===== config.mk =====
export PLATFORM = sky130hd
export DESIGN_NAME = pipe_stage_regs
export DESIGN_NICKNAME = d
export VERILOG_FILES = /design/src/rtl/pipe_pkg.sv /design/src/rtl/pipe_stage_reg.sv /design/src/rtl/pipe_stage_regs.sv
export SDC_FILE = /design/constraint.sdc
export NUM_CORES = 1
export LEC_CHECK = 0
export ABC_AREA = 1
export CAP_MARGIN = 10
export CORE_ASPECT_RATIO = 0.8
export CORE_UTILIZATION = 40
export CTS_CLUSTER_SIZE = 14
export DETAILED_ROUTE_END_ITERATION = 12
export GPL_TIMING_DRIVEN = 1
export HOLD_SLACK_MARGIN = 0.1
export MAX_ROUTING_LAYER = met4
export PLACE_DENSITY = 0.87
export SYNTH_ARGS = -nofsm -noshare
export SYNTH_HDL_FRONTEND = slang
export SYNTH_SLANG_ARGS = --single-unit

===== constraint.sdc =====
create_clock -name clk -period 1.6 [get_ports clk]
set_input_delay 0.16 -clock clk [delete_from_list [all_inputs] [get_ports clk]]
set_output_delay 0.16 -clock clk [all_outputs]
set_load 0.02 [all_outputs]

===== src/rtl/pipe_pkg.sv =====
// Shared constants and types for the pipeline stage registers.
// The PIPE_STATS_EN macro (used in pipe_stage_regs) enables the statistics counters.
package pipe_pkg;

  localparam int PIPE_XLEN = 32;
  localparam int PIPE_OPW  = 15;
  localparam int PIPE_REGW = 5;

  // Bit positions inside the op_data control vector.
  typedef enum logic [3:0] {
    OP_WR_RD   = 4'd0,
    OP_USE_RS1 = 4'd1,
    OP_USE_RS2 = 4'd2,
    OP_BRANCH  = 4'd4,
    OP_JUMP    = 4'd5,
    OP_LOAD    = 4'd7,
    OP_STORE   = 4'd8
  } op_bit_e;

  typedef enum logic {
    ST_RUN    = 1'b0,
    ST_SQUASH = 1'b1
  } pipe_state_e;

  // A bubble is an all-zero stage word: valid=0, op=0, rd=0, imm/pc=0.
  localparam logic BUBBLE_FILL = 1'b0;

  function automatic logic [15:0] sat_inc16(input logic [15:0] v);
    return (v == 16'hFFFF) ? v : v + 16'd1;
  endfunction

endpackage


===== src/rtl/pipe_stage_reg.sv =====
// Generic pipeline register: bubble has priority over load enable, and
// both are ignored while the asynchronous active-low reset is asserted.
module pipe_stage_reg
  import pipe_pkg::*;
#(
  parameter int W = 8
) (
  input  logic         clk,
  input  logic         rst,
  input  logic         en_i,
  input  logic         bubble_i,
  input  logic [W-1:0] d_i,
  output logic [W-1:0] q_o
);

  logic [W-1:0] q_q;
  logic [W-1:0] q_d;

  always_comb begin
    q_d = q_q;
    if (bubble_i)  q_d = {W{BUBBLE_FILL}};
    else if (en_i) q_d = d_i;
  end

  always_ff @(posedge clk or negedge rst) begin
    if (!rst) q_q <= '0;
    else      q_q <= q_d;
  end

  assign q_o = q_q;

endmodule


===== src/rtl/pipe_stage_regs.sv =====
// Stage1/2/3 pipeline registers with flush squashing and stall bubbles.
// Define PIPE_STATS_EN to build the bubble/flush statistics counters.
module pipe_stage_regs
  import pipe_pkg::*;
#(
  parameter int XLEN         = PIPE_XLEN,
  parameter int OPW          = PIPE_OPW,
  parameter int REGW         = PIPE_REGW,
  parameter int FLUSH_CYCLES = 2
) (
  input  logic            clk,
  input  logic            rst,
  input  logic            en_stage1,
  input  logic            rst_stage1,
  input  logic            en_stage2,
  input  logic            en_stage3,
  input  logic            flush,
  input  logic            dec_valid,
  input  logic [OPW-1:0]  dec_op,
  input  logic [2:0]      dec_func3,
  input  logic [REGW-1:0] dec_rd,
  input  logic [REGW-1:0] dec_rs1,
  input  logic [REGW-1:0] dec_rs2,
  input  logic [XLEN-1:0] dec_imm,
  input  logic [XLEN-1:0] dec_pc,
  output logic            s1_valid,
  output logic [OPW-1:0]  s1_op,
  output logic [2:0]      s1_func3,
  output logic [REGW-1:0] s1_rd,
  output logic [REGW-1:0] s1_rs1,
  output logic [REGW-1:0] s1_rs2,
  output logic [XLEN-1:0] s1_imm,
  output logic [XLEN-1:0] s1_pc,
  output logic            s2_valid,
  output logic [OPW-1:0]  s2_op,
  output logic [2:0]      s2_func3,
  output logic [REGW-1:0] s2_rd,
  output logic [XLEN-1:0] s2_imm,
  output logic [XLEN-1:0] s2_pc,
  output logic            s3_valid,
  output logic [OPW-1:0]  s3_op,
  output logic [REGW-1:0] s3_rd,
  output logic [REGW-1:0] rd_stage1,
  output logic [REGW-1:0] rd_stage2,
  output logic            wb_en,
  output logic            squashing,
  output logic [15:0]     bubble_cnt,
  output logic [15:0]     flush_cnt,
  output pipe_state_e     dbg_state_o,
  output logic [2:0]      dbg_cnt_o
);

  localparam int S1W = 1 + OPW + 3 + 3 * REGW + 2 * XLEN;
  localparam int S2W = 1 + OPW + 3 + REGW + 2 * XLEN;
  localparam int S3W = 1 + OPW + REGW;
  localparam logic [2:0] CNT_RELOAD = 3'(FLUSH_CYCLES - 1);

  pipe_state_e state_q, state_d;
  logic [2:0]  cnt_q, cnt_d;
  logic        in_squash;
  logic        s1_bubble;
  logic [S1W-1:0] s1_d, s1_q;
  logic [S2W-1:0] s2_d, s2_q;
  logic [S3W-1:0] s3_d, s3_q;

  assign in_squash = (state_q == ST_SQUASH);
  // Flush outranks the stall hold; the other bubble sources only act on an enabled load.
  assign s1_bubble = flush | (en_stage1 & (~rst_stage1 | in_squash));

  always_comb begin
    state_d = state_q;
    cnt_d   = cnt_q;
    case (state_q)
      ST_RUN: begin
        if (flush) begin
          state_d = ST_SQUASH;
          cnt_d   = CNT_RELOAD;
        end
      end
      ST_SQUASH: begin
        if (flush) begin
          cnt_d = CNT_RELOAD;
        end else if (en_stage1) begin
          if (cnt_q == 3'd0) state_d = ST_RUN;
          else               cnt_d   = cnt_q - 3'd1;
        end
      end
      default: state_d = ST_RUN;
    endcase
  end

  always_ff @(posedge clk or negedge rst) begin
    if (!rst) begin
      state_q <= ST_RUN;
      cnt_q   <= 3'd0;
    end else begin
      state_q <= state_d;
      cnt_q   <= cnt_d;
    end
  end

  assign s1_d = {dec_valid, dec_op, dec_func3, dec_rd, dec_rs1, dec_rs2, dec_imm, dec_pc};
  assign {s1_valid, s1_op, s1_func3, s1_rd, s1_rs1, s1_rs2, s1_imm, s1_pc} = s1_q;
  assign s2_d = {s1_valid, s1_op, s1_func3, s1_rd, s1_imm, s1_pc};
  assign {s2_valid, s2_op, s2_func3, s2_rd, s2_imm, s2_pc} = s2_q;
  assign s3_d = {s2_valid, s2_op, s2_rd};
  assign {s3_valid, s3_op, s3_rd} = s3_q;

  pipe_stage_reg #(.W(S1W)) u_stage1 (
    .clk(clk), .rst(rst), .en_i(en_stage1), .bubble_i(s1_bubble), .d_i(s1_d), .q_o(s1_q)
  );

  pipe_stage_reg #(.W(S2W)) u_stage2 (
    .clk(clk), .rst(rst), .en_i(en_stage2), .bubble_i(flush), .d_i(s2_d), .q_o(s2_q)
  );

  // Stage3 is never flushed: the resolving branch itself advances into it.
  pipe_stage_reg #(.W(S3W)) u_stage3 (
    .clk(clk), .rst(rst), .en_i(en_stage3), .bubble_i(1'b0), .d_i(s3_d), .q_o(s3_q)
  );

  assign rd_stage1   = (s1_valid && s1_op[OP_WR_RD]) ? s1_rd : '0;
  assign rd_stage2   = (s2_valid && s2_op[OP_WR_RD]) ? s2_rd : '0;
  assign wb_en       = s3_valid && s3_op[OP_WR_RD] && (s3_rd != '0);
  assign squashing   = in_squash;
  assign dbg_state_o = state_q;
  assign dbg_cnt_o   = cnt_q;

`ifdef PIPE_STATS_EN
  logic [15:0] bubble_cnt_q, bubble_cnt_d;
  logic [15:0] flush_cnt_q, flush_cnt_d;
  logic        stat_bubble;

  // Flush bubbles are tallied in flush_cnt only.
  assign stat_bubble = ~flush & en_stage1 & (~rst_stage1 | in_squash);

  always_comb begin
    bubble_cnt_d = bubble_cnt_q;
    flush_cnt_d  = flush_cnt_q;
    if (stat_bubble) bubble_cnt_d = sat_inc16(bubble_cnt_q);
    if (flush)       flush_cnt_d  = sat_inc16(flush_cnt_q);
  end

  always_ff @(posedge clk or negedge rst) begin
    if (!rst) begin
      bubble_cnt_q <= 16'd0;
      flush_cnt_q  <= 16'd0;
    end else begin
      bubble_cnt_q <= bubble_cnt_d;
      flush_cnt_q  <= flush_cnt_d;
    end
  end

  assign bubble_cnt = bubble_cnt_q;
  assign flush_cnt  = flush_cnt_q;
`else
  assign bubble_cnt = 16'd0;
  assign flush_cnt  = 16'd0;
`endif

endmodule


---- Word level (Yosys, flattened, before mapping) ----
Index checks and enable logic that the tools add are counted.
storage, ports and cells
  word-level logic and storage cells ...... 39
  output and inout bits ................... 255
  input port bits ......................... 105
  bits in registers ....................... 211
cells by class
  bitwise operators ....................... 5
  add/subtract/negate cells ............... 1
  reduce and logical (&&, ||, !) cells .... 9
  equality and inequality tests ........... 3
  mux-type cells .......................... 16
operator list
  operator                                          number
  2-to-1 mux 98 bit                                 2
  2-to-1 mux 88 bit                                 2
  2-to-1 mux 3 bit                                  4
  2-to-1 mux 5 bit                                  2
  != test 3 bit, second input constant              2
  case mux 3 bit (2 select lines)                   1
  nonzero test 5 bit                                1
  logical AND 1 bit                                 4
  2-to-1 mux 1 bit                                  4
  nonzero test 2 bit                                2
  zero test 3 bit                                   1
  AND reduction 3 bit                               1
  subtractor 3 x 1 -> 3 bit, second input constant  1
  != test 2 bit, second input constant              1
  NOT 1 bit                                         2
  OR 1 bit                                          2
  case mux 1 bit (2 select lines)                   1
  AND 1 bit                                         1

---- Logic depth before layout (Yosys ltp) ----
Gate-level depths: netlist of the first run.
  depth after elaboration ................. 5
  gate-level depth with buffers ........... 9
  gate-level depth less buffers ........... 9

---- Modules after synthesis ----
From an unflattened synthesis of the first run, not the netlist that was laid out.
unflattened totals
  cells, all modules ...................... 993
  area, all modules ....................... 8789.7 um2
modules (own cells, without submodules)
  module                     sequential area each (um2)  area an instance (um2)  cells an instance  instances
  pipe_stage_reg (u_stage1)  2452.4                      3853.7                  425                1
  pipe_stage_reg (u_stage2)  2202.1                      3463.3                  382                1
  pipe_stage_reg (u_stage3)  525.5                       873.3                   92                 1
  pipe_stage_regs            100.1                       599.3                   94                 1

---- Worst setup path after synthesis of the first run ----
No wires, ideal clock.
  path type ............................... reg-to-reg
  start ................................... register cnt_q[0], in the netlist dbg_cnt_o[0]
  end ..................................... register cnt_q[0], in the netlist dbg_cnt_o[0]
  setup time .............................. 117 ps
  required time ........................... 1483 ps
  buffers on the path ..................... 0
  slack ................................... 214 ps
  clock period less this slack ............ 1386 ps
  arrival ................................. 1269 ps
  cell stages (with the launch flop) ...... 10
  cells stage by stage .................... dfrtp_1 -> inv_1 -> ha_1 -> ha_1 -> inv_1 -> nand2_1 -> nand2_1 -> nand2_1 -> nand2_1 -> nand2_1
between the ends
  word-level cells in the longest chain between the ends .. 5
  elaborated cells on any way between the ends .. 8
  classes of those cells .................. 1 x add/sub; 1 x eq/ne; 4 x mux; 2 x reduce/logical
RTL lines
  item                             RTL line               text
  start, declared                  pipe_stage_regs.sv:59  logic [2:0] cnt_q, cnt_d;
  start signal, assigned           pipe_stage_regs.sv:98  cnt_q <= cnt_d;
  subtractor 3 x 1 -> 3 bit        pipe_stage_regs.sv:85  else cnt_d = cnt_q - 3'd1;
  2-to-1 mux 3 bit                 pipe_stage_regs.sv:84  if (cnt_q == 3'd0) state_d = ST_RUN;
  2-to-1 mux 3 bit                 pipe_stage_regs.sv:83  end else if (en_stage1) begin
  2-to-1 mux 3 bit                 pipe_stage_regs.sv:81  if (flush) begin
  case mux 3 bit (2 select lines)  pipe_stage_regs.sv:73  case (state_q)
Parallel ways exist; a longest one is shown, timed or not. The select of a mux whose other input is x is not followed.
A chain may end at the register's enable or synchronous reset.

---- Final worst setup path of the first run ----
  start ................................... register u_stage2.q_q[87], in the netlist u_stage2.q_o[87]
  end ..................................... output port rd_stage2[3]
between the ends
  word-level cells in the longest chain between the ends .. 2
RTL lines
  item                    RTL line                text
  start, declared         pipe_stage_reg.sv:16    logic [W-1:0] q_q;
  start signal, assigned  pipe_stage_reg.sv:27    else q_q <= q_d;
  logical AND 1 bit       pipe_stage_regs.sv:123  assign rd_stage2 = (s2_valid && s2_op[OP_WR_RD]) ? s2_rd : '0;
  2-to-1 mux 5 bit        pipe_stage_regs.sv:123
  end, declared           pipe_stage_regs.sv:44   output logic [REGW-1:0] rd_stage2,
Every way passes these cells.

==> results.tsv, run 1 <==
stage	metric	value	unit
status	run_status	finished with violations	
status	violations	DRC	
cts	numCtsBuffers	22	
pwr	power_density	986	mW/mm2
global_routing	overflow	0	
global_routing	antenna_found_initial	0	
cts	cts_sinks	211	
synth	synth_edf_count	0	
global_routing	grt_pass1_vias	7764	
placed_design	port_buffers	327	
floorplanning	fp.dieH	133	um
cts	htree_levels	1	
cells_and_area	nets	1294	
synth	synth_common_cells	211 x dfrtp_1, 186 x inv_1, 156 x o22ai_1	
worst_hold_path	holdCritPathClass	in -> reg	
sta	finalSetupViolCount	0	
sta	drv_slew	0	
sta	tns	0	ps
pwr	ir_drop	0.000628	V
placed_design	dp_hpwl	17700	um
synth	yosys_warnings	0	
cells_and_area	seqCellArea	0.00528	mm2
cts	cts_tree	done	
setup_path	rr_worst_depth	9	
floorplanning	die_w	166	um
floorplanning	dieArea	0.0221	mm2
floorplanning	start_util	0.412	
cells_and_area	fill_cells	1739	
worst_hold_path	min_from	en_stage1	
setup_path	required	1440	ps
cts	clock_path_buffers	3	
floorplanning	num_io_pins	360	
floorplanning	fp.coreArea	0.0209	mm2
setup_path	critPathLaunchType	register	
job	maxCapViolCount	0	
floorplanning	fp-row-count	47	
synth	netlist_top_cells_area	dfrtp_1 61%, o22ai_1 11%, inv_1 8.1%	
sta	finalCritPeriodShare	0.976	
cells_and_area	drive_above_1_share	0.0899	
synth	synth_top_area_frac	0.614	
cts	clkLatencyLatePin	500	ps
cells_and_area	multi_input_area	0.00221	mm2
drt	ant_nets	0	
setup_path	rr_startpoint	dbg_cnt_o[0]	
synth	synth.avg_cell_area	9.93	um2
setup_path	r2r_slack	200	ps
synth	yosysUniqueCellTypes	21	
pwr	p_leak	6.44	nW
worst_hold_path	holdPathStages	4	
drt	routed_wl	25900	um
global_routing	grt_util_all_layers	0.239	
synth	synth_cells	866	
global_routing	grt_pass1_wl	41000	um
cts	clockRootBuffer	clkbuf_16	
setup_path	cp_max_fo	5	
drt	drtIter0Drc	648	
setup_path	worstReg2RegEnd	dbg_cnt_o[2]	
synth	netlist_area	0.00860	mm2
sta	setup_slack	38.9	ps
sta	skew	12.6	ps
synth	ys.flop_type	dfrtp_1	
sta	period_minus_slack	1560	ps
drt	first_pass_iters	9	
cts	clkTransAtPathRegs	60	ps
setup_path	crit_path_end_kind	primary output	
sta	clock.fmax	0.641	GHz
setup_path	criticalPathCategory	reg -> out	
synth	async_reset_ff_frac	1.00	
synth	yosysMostFrequentCell	dfrtp_1	
placed_design	gp_congestion	0.851	
drt	wl_per_cell	17.6	um
global_routing	grt_max_degree	70	
worst_hold_path	hold_end	u_stage1.q_o[67]	
placed_design	pre_cts_ws	70.4	ps
cells_and_area	n_antenna_cell	0	
drt	drcViolationCount	23	
synth	yosysTopAreaCell	dfrtp_1	
setup_path	crit_arrival	1400	ps
synth	synth-seq-cells	211	
synth	yosysSeqAreaShare	0.614	
drt	via_per_inst	5.06	
sta	hold_viol	0	
cells_and_area	syn2layout_area_growth	47.1	%
drt	vias	7439	
-- cell type report --
type	count	area share
sequential	211	0.417
timing repair buffer	356	0.267
multi-input combinational	408	0.175
clock buffer	34	0.0559
inverter	188	0.0558
tap	269	0.0266
clock inverter	5	0.00306
-- flip-flops by register name (all words and copies together), names as in the netlist --
register,count
u_stage3.q_o,21
u_stage1.q_o,98
dbg_cnt_o,3
u_stage2.q_o,88
dbg_state_o,1
-- critical path, stage by stage, from the launching register on --
cell             delay (ps)
dfrtp_1                 400
nand2_2                 110
nor2_1                   90
clkdlybuf4s15_1         300
-- cells by family after synthesis --
family | after synthesis | synth area share
buf+inv | 278 | 0.146
flops | 211 | 0.614
compound gates | 209 | 0.162
simple gates | 165 | 0.0748
fa+ha+maj | 2 | 0.00291
other cells | 1 | 0.000436
-- timing repair --
item | in CTS | in global routing
endpoints found under the hold margin | 211 | 0
setup buffers | 0 | 3
endpoints found under the setup margin | 222 | 12
pin swaps | 0 | 1
gates resized for setup | 244 | 15
hold buffers | 1 | 0
-- per-stage QoR --
step                      cell area (um2)  power (mW)  hold slack, ps  cells   util
after CTS                           12700        12.6             109   1468  0.607
after global placement              12200        7.53             150   1428  0.583
after global routing                12700        12.9             123   1471  0.606
after detailed placement            12200        7.57             151   1428  0.583
after floorplan                      8720        6.62            -136    897      -
final                               12700        12.5             117   1471  0.606
-- worst max path at each step --
stage / start / end / slack (ps) / depth (start not counted)
global placement: flush / u_stage1.q_o[17] / 150 / 5
global route: u_stage2.q_o[87] / rd_stage2[3] / -3 / 3
detailed placement: flush / u_stage1.q_o[68] / 70 / 5
finish: u_stage2.q_o[87] / rd_stage2[3] / 40 / 3
floorplan: dbg_cnt_o[0] / dbg_cnt_o[0] / 210 / 9
CTS: u_stage3.q_o[10] / s3_op[5] / 1 / 1
-- per-layer routing --
| metal | global-route usage | routed length [um] |
|---|---|---|
| met5 | - | 0 |
| met4 | 0.0722 | 737 |
| met3 | 0.0594 | 2340 |
| met2 | 0.410 | 13000 |
| met1 | 0.278 | 9820 |
-- power by group --
group	internal, mW	switching (mW)	leakage (nW)
registers	5.50	0.117	2.91
logic	0.678	1.05	3.17
clock network	3.04	2.10	0.355
total	9.22	3.26	6.44
-- layout by cell type, fill, tap and decap left out --
| master | count |
|---|---|
| buf_2 | 7 |
| buf_4 | 14 |
| o22ai_1 | 156 |
| clkdlybuf4s50_1 | 102 |
| nand2_2 | 2 |
| clkdlybuf4s15_1 | 1 |
| dfrtp_1 | 211 |
| clkbuf_8 | 10 |
| inv_2 | 5 |
| clkinv_4 | 1 |
| nand2_1 | 115 |
| dlymetal6s2s_1 | 1 |
| dlygate4sd3_1 | 1 |
| nand2_4 | 3 |
| clkbuf_2 | 2 |
| clkbuf_1 | 2 |
| buf_6 | 1 |
| clkinvlp_4 | 4 |
| o21bai_1 | 1 |
| ha_1 | 2 |
| inv_1 | 183 |
| a31oi_1 | 1 |
| a21oi_1 | 16 |
| clkbuf_16 | 23 |
| or2_4 | 1 |
| buf_12 | 15 |
| o21ai_0 | 15 |
| nand3_1 | 15 |
| o22ai_2 | 20 |
| nor2_1 | 29 |
| conb_1 | 32 |
| dlygate4sd2_1 | 211 |
Power figures use the tool's default switching activity.
==> run 2, diff against run 1 <==
- CTS_BUF_LIST: not set -> sky130_fd_sc_hd__clkbuf_8
- PLACE_DENSITY: 0.87 -> 0.86
- SLEW_MARGIN: not set -> 40
- SYNTH_HIERARCHICAL: not set -> 1
==> results.tsv, run 2 <==
stage	metric	value	unit
status	run_status	finished clean	
sta	finalSetupViolCount	0	
sta	finalCritPeriodShare	0.961	
drt	ant_nets	0	
global_routing	grt_util_all_layers	0.241	
floorplanning	dieArea	0.0226	mm2
setup_path	crit_path_end_kind	primary output	
sta	slew_headroom	0.664	
synth	yosys_warnings	6	
synth	netlist_top_cells_area	dfrtp_1 60%, nand2_1 18%, nand3_1 12%	
synth	synth_edf_count	0	
cells_and_area	n_antenna_cell	0	
pwr	comb_power_share	0.137	
drt	vias	8119	
cells_and_area	nets	1430	
drt	drcViolationCount	0	
cells_and_area	final_core_util	0.588	
synth	synth_top_family_by_area	simple AND/OR/NAND/NOR gates	
sta	setup_slack	62.7	ps
cells_and_area	final_cell_mix	422 x nand2_1, 214 x nand3_1, 211 x dfrtp_1, 211 x dlygate4sd2_1, 101 x clkdlybuf4s50_1	
job	maxCapViolCount	0	
global_routing	antenna_found_initial	0	
drt	routed_wl	26600	um
pwr	netSwitchingFraction	0.269	
drt	via_per_inst	5.03	
cells_and_area	drive_above_1_share	0.0724	
floorplanning	num_io_pins	360	
pwr	pwr-share-seq	0.475	
pwr	power_density	937	mW/mm2
pwr	switchingPower	3.20	mW
cells_and_area	final_common_cell	nand2_1	
drt	wl_per_cell	16.5	um
cells_and_area	syn2layout_area_growth	44.2	%
synth	ys.flop_type	dfrtp_1	
setup_path	r2r_slack	120	ps
cts	numCtsBuffers	36	
pwr	pwr-share-clk	0.388	
synth	async_reset_ff_frac	1.00	
cts	cts_tree	done	
sta	period_minus_slack	1540	ps
pwr	power	11.9	mW
global_routing	grt_util_met1	0.306	
synth	yosysUniqueCellTypes	19	
pwr	ir_drop	0.000637	V
cts	htree_levels	2	
synth	yosysMostFrequentCell	nand2_1	
placed_design	gp_congestion	0.852	
sta	drv_slew	0	
synth	netlist_area	0.00879	mm2
setup_path	required	1440	ps
synth	synth-adder-area-share	0.00285	
setup_path	rr_worst_depth	7	
floorplanning	fp.dieH	135	um
sta	tns	0	ps
synth	yosysSeqAreaShare	0.601	
sta	hold_viol	0	
synth	yosysTopAreaCell	dfrtp_1	
sta	rsz0062_at_grt	no	
placed_design	port_buffers	327	
synth	synth-seq-cells	211	
floorplanning	die_w	168	um
synth	synth.avg_cell_area	8.85	um2
sta	holdWs	164	ps
placed_design	dp.cells	1555	
global_routing	grt_use_met2	0.383	
cts	cts_sinks	211	
sta	skew	12.1	ps
cells_and_area	final_area	0.0127	mm2
pwr	p_leak	7.57	nW
floorplanning	start_util	0.408	
global_routing	grt_pass1_wl	41800	um
drt	first_pass_iters	7	
synth	synth_mux_area_frac	0	
pwr	internal_power	8.68	mW
floorplanning	fp-row-count	48	
drt	drtIter0Drc	741	
placed_design	dp_hpwl	18000	um
cts	clkLatencyLatePin	490	ps
cts	clockRootBuffer	clkbuf_8	
setup_path	worstReg2RegEnd	u_stage1/q_o[40]	
floorplanning	fp.coreArea	0.0216	mm2
placed_design	pre_cts_ws	-36.3	ps
synth	synth_common_cells	425 x nand2_1, 214 x nand3_1, 211 x dfrtp_1	
cells_and_area	largest_register_ffs	98	
global_routing	grt_pass1_vias	7771	
cts	clock_path_buffers	3	
synth	synth_top_area_frac	0.601	
setup_path	rr_startpoint	dbg_state_o	
synth	synthXorXnorAreaFrac	0	
setup_path	critPathLaunchType	register	
setup_path	criticalPathCategory	reg -> out	
cells_and_area	final_cells	1615	
global_routing	grt-busiest-layer	met2	
sta	tightest_slew	504	ps
synth	synth_cells	993	
synth	synth-simple-area-share	0.314	
global_routing	overflow	0	
placed_design	dpl-instance-area	0.0122	mm2
sta	clock.fmax	0.651	GHz
synth	synth_compound_area_frac	0.00142	
setup_path	cp_max_fo	5	
worst_hold_path	holdCritPathClass	in -> async	
setup_path	crit_arrival	1380	ps
global_routing	grt_use_met3	0.0592	
global_routing	grt_max_degree	99	
cts	clkTransAtPathRegs	60	ps
run 2: changes by cell type in the layout (fill, tap and decap cells not counted), moves of 14 or more:
cell       previous run  this run
a21oi_1              16         0
clkbuf_16            23         0
clkbuf_8             10        44
inv_1               183        30
nand2_1             115       422
nand3_1              15       214
nor2_1               29        12
o21ai_0              15         1
o22ai_1             156         0
o22ai_2              20         0
run 2: worst max path at each step:
stage | start | depth (start not counted) | to
finish | u_stage2/q_o[72] | 3 | rd_stage2[1]
floorplan | dbg_state_o | 7 | u_stage1/q_o[82]
global route | u_stage2/q_o[87] | 3 | rd_stage2[1]
detailed placement | flush | 8 | u_stage1/q_o[22]
CTS | u_stage2/q_o[72] | 3 | rd_stage2[4]
global placement | flush | 8 | u_stage1/q_o[79]
run 2: logic make-up after synthesis:
group,Yosys count
other,1
adder cells (fa/ha/maj),2
flip-flops,211
AND/OR/NAND/NOR,656
buffers and inverters,121
AO/OA/AOI/OAI,2
run 2: cell type report:
type	count	area, um2
clock buffer	43	592
clock inverter	12	72.6
fill	1908	8890
inverter	23	87.6
multi-input combinational	694	2930
sequential	211	5280
tap	275	344
timing repair buffer	357	3360
run 2: per-layer routing:
metal | share of wire | wire [um] | up-vias
li1 | - | - | 3749
met1 | 0.41 | 11000 | 3900
met2 | 0.48 | 12900 | 423
met3 | 0.086 | 2290 | 47
met4 | 0.019 | 494 | 0
met5 | 0 | 0 | -
run 2: power groups by stage:
| stage | Sequential [mW] | Combinational (mW) | Clock (mW) |
|---|---|---|---|
| finish | 5.64 | 1.62 | 4.61 |
| global route | 5.66 | 1.75 | 4.96 |
| CTS | 5.64 | 1.62 | 4.70 |
| detailed placement | 5.74 | 1.74 | 0 |
| global placement | 5.73 | 1.70 | 0 |
| floorplan | 5.92 | 0.645 | 0 |
run 2: repair_timing:
item | CTS | global route
resized for setup | 246 | 7
endpoints found under the hold margin | 214 | 0
gates cloned | 0 | 0
endpoints found under the setup margin | 223 | 39
buffers inserted | 1 | 2
hold buffers | 2 | 0
run 2: critical path: stages, from the launching register on:
cell and delay [ps]:
dfrtp_1 390, nand2_2 120, nor2_1 110, clkdlybuf4s15_2 260
==> run 3, diff against run 2 <==
- CTS_CLUSTER_SIZE: 14 -> 16
- REMOVE_ABC_BUFFERS: not set -> 1
==> results.tsv, run 3 (synthesis gave the netlist of run 2 again) <==
stage	metric	value	unit
status	run_status	finished clean	
sta	skew	16.7	ps
setup_path	criticalPathCategory	reg -> out	
sta	clock.fmax	0.647	GHz
cts	clockRootBuffer	clkbuf_8	
cells_and_area	largest_register_ffs	98	
pwr	p_leak	7.68	nW
cells_and_area	final_cell_mix	422 x nand2_1, 214 x nand3_1, 212 x dlygate4sd2_1, 210 x dfrtp_1, 101 x clkdlybuf4s50_1	
floorplanning	fp.dieH	135	um
placed_design	gp_congestion	0.855	
drt	drtIter0Drc	676	
global_routing	grt_use_met2	0.396	
global_routing	grt-busiest-layer	met2	
placed_design	pre_cts_ws	-117	ps
global_routing	antenna_found_initial	0	
setup_path	crit_path_max_incr_delay	410	ps
drt	drcViolationCount	0	
drt	first_pass_iters	5	
placed_design	port_buffers	327	
worst_hold_path	holdCritPathClass	in -> async	
floorplanning	fp-row-count	48	
pwr	internal_power	8.91	mW
placed_design	dp.cells	1558	
drt	wl_per_cell	16.5	um
cts	clock_path_buffers	3	
global_routing	grt_pass1_vias	8038	
pwr	pwr-share-clk	0.402	
cells_and_area	nets	1444	
sta	tightest_slew	625	ps
cells_and_area	drive_above_1_share	0.0868	
setup_path	crit_arrival	1390	ps
sta	period_minus_slack	1550	ps
floorplanning	fp.coreArea	0.0216	mm2
drt	ant_nets	0	
cells_and_area	n_antenna_cell	0	
global_routing	grt_max_degree	56	
pwr	comb_power_share	0.135	
global_routing	grt_util_met1	0.286	
cells_and_area	final_cells	1635	
setup_path	required	1440	ps
setup_path	crit_path_end_kind	primary output	
cts	htree_levels	2	
placed_design	dp_hpwl	18000	um
floorplanning	dieArea	0.0226	mm2
setup_path	worst-path-buf-inv	2	
sta	finalSetupViolCount	0	
sta	drv_slew	0	
floorplanning	die_w	168	um
setup_path	cp_max_fo	3	
job	maxCapViolCount	0	
floorplanning	start_util	0.408	
global_routing	grt_pass1_wl	41800	um
floorplanning	num_io_pins	360	
cells_and_area	final_area	0.0129	mm2
sta	holdWs	172	ps
global_routing	grt_util_all_layers	0.240	
drt	routed_wl	27000	um
pwr	switchingPower	3.28	mW
sta	tns	0	ps
setup_path	critPathLaunchType	register	
cells_and_area	final_core_util	0.596	
drt	via_per_inst	4.99	
cts	numCtsBuffers	36	
cts	clkTransAtPathRegs	60	ps
cts	cts_tree	done	
placed_design	dpl-instance-area	0.0123	mm2
sta	setup_slack	53.7	ps
pwr	power_density	949	mW/mm2
drt	vias	8165	
sta	slew_headroom	0.583	
setup_path	crit_family	buffers and inverters	
cells_and_area	final_common_cell	nand2_1	
cts	clkLatencyLatePin	510	ps
setup_path	slowest_stage	dfrtp_1	
pwr	pwr-share-seq	0.463	
setup_path	path_cells	buf_4 > dlygate4sd2_1	
pwr	power	12.2	mW
sta	hold_viol	0	
cells_and_area	syn2layout_area_growth	46.2	%
global_routing	overflow	0	
pwr	netSwitchingFraction	0.269	
cts	cts_sinks	211	
global_routing	grt_use_met3	0.0610	
pwr	ir_drop	0.000616	V
sta	finalCritPeriodShare	0.966	
==> run 3: changes by cell type in the layout (fill, tap and decap cells not counted), sizes merged <==
cell           before  now
clkinvlp            0    2
dlygate4sd3         2    3
clkbuf             46   49
buf                34   49
clkdlybuf4s15       6    4
dlygate4sd2       211  212
==> run 3: power by group through the flow <==
| stage | Combinational, mW | Clock, mW | Sequential, mW |
|---|---|---|---|
| after floorplan | 0.430 | 0 | 5.93 |
| after global placement | 1.69 | 0 | 5.73 |
| after detailed placement | 1.72 | 0 | 5.74 |
| after CTS | 1.61 | 5.03 | 5.64 |
| after global routing | 1.77 | 5.29 | 5.67 |
| final | 1.64 | 4.90 | 5.65 |
==> run 3: area by class of cell <==
cell class                      count  area (um2)
Inverter                           23        87.6
Fill cell                        1865        8710
Tap cell                          275         344
Clock inverter                     14        87.6
Sequential cell                   211        5280
Multi-Input combinational cell    694        2930
Clock buffer                       47         647
Timing Repair Buffer              371        3470
==> run 3: what timing repair did <==
item	in CTS	in global routing
buffers inserted	1	11
pin swaps	0	2
endpoints found under the hold margin	237	0
hold buffers	3	0
endpoints found under the setup margin	223	92
gates resized for setup	248	8
gates cloned	0	1
==> run 3: metal layers <==
| metal | vias up | share of wire | routed length (um) |
|---|---|---|---|
| li1 | 3781 | - | - |
| met1 | 3903 | 0.41 | 11000 |
| met2 | 419 | 0.49 | 13200 |
| met3 | 62 | 0.080 | 2150 |
| met4 | 0 | 0.022 | 602 |
| met5 | - | 0 | 0 |
==> run 3: final timing paths <==
check	start	to	slack, ps	cells past startpoint
worst max-delay path	u_stage2/q_o[87]	s2_valid	50	2
worst min-delay path	rst	u_stage3/q_o[8]	170	2
worst max register to register	dbg_state_o	u_stage1/q_o[18]	60	8
worst min register to register	u_stage2/q_o[51]	u_stage2/q_o[51]	460	2
max in group asynchronous	rst	u_stage2/q_o[62]	800	3
min in group clk	dec_pc[16]	u_stage1/q_o[16]	210	3
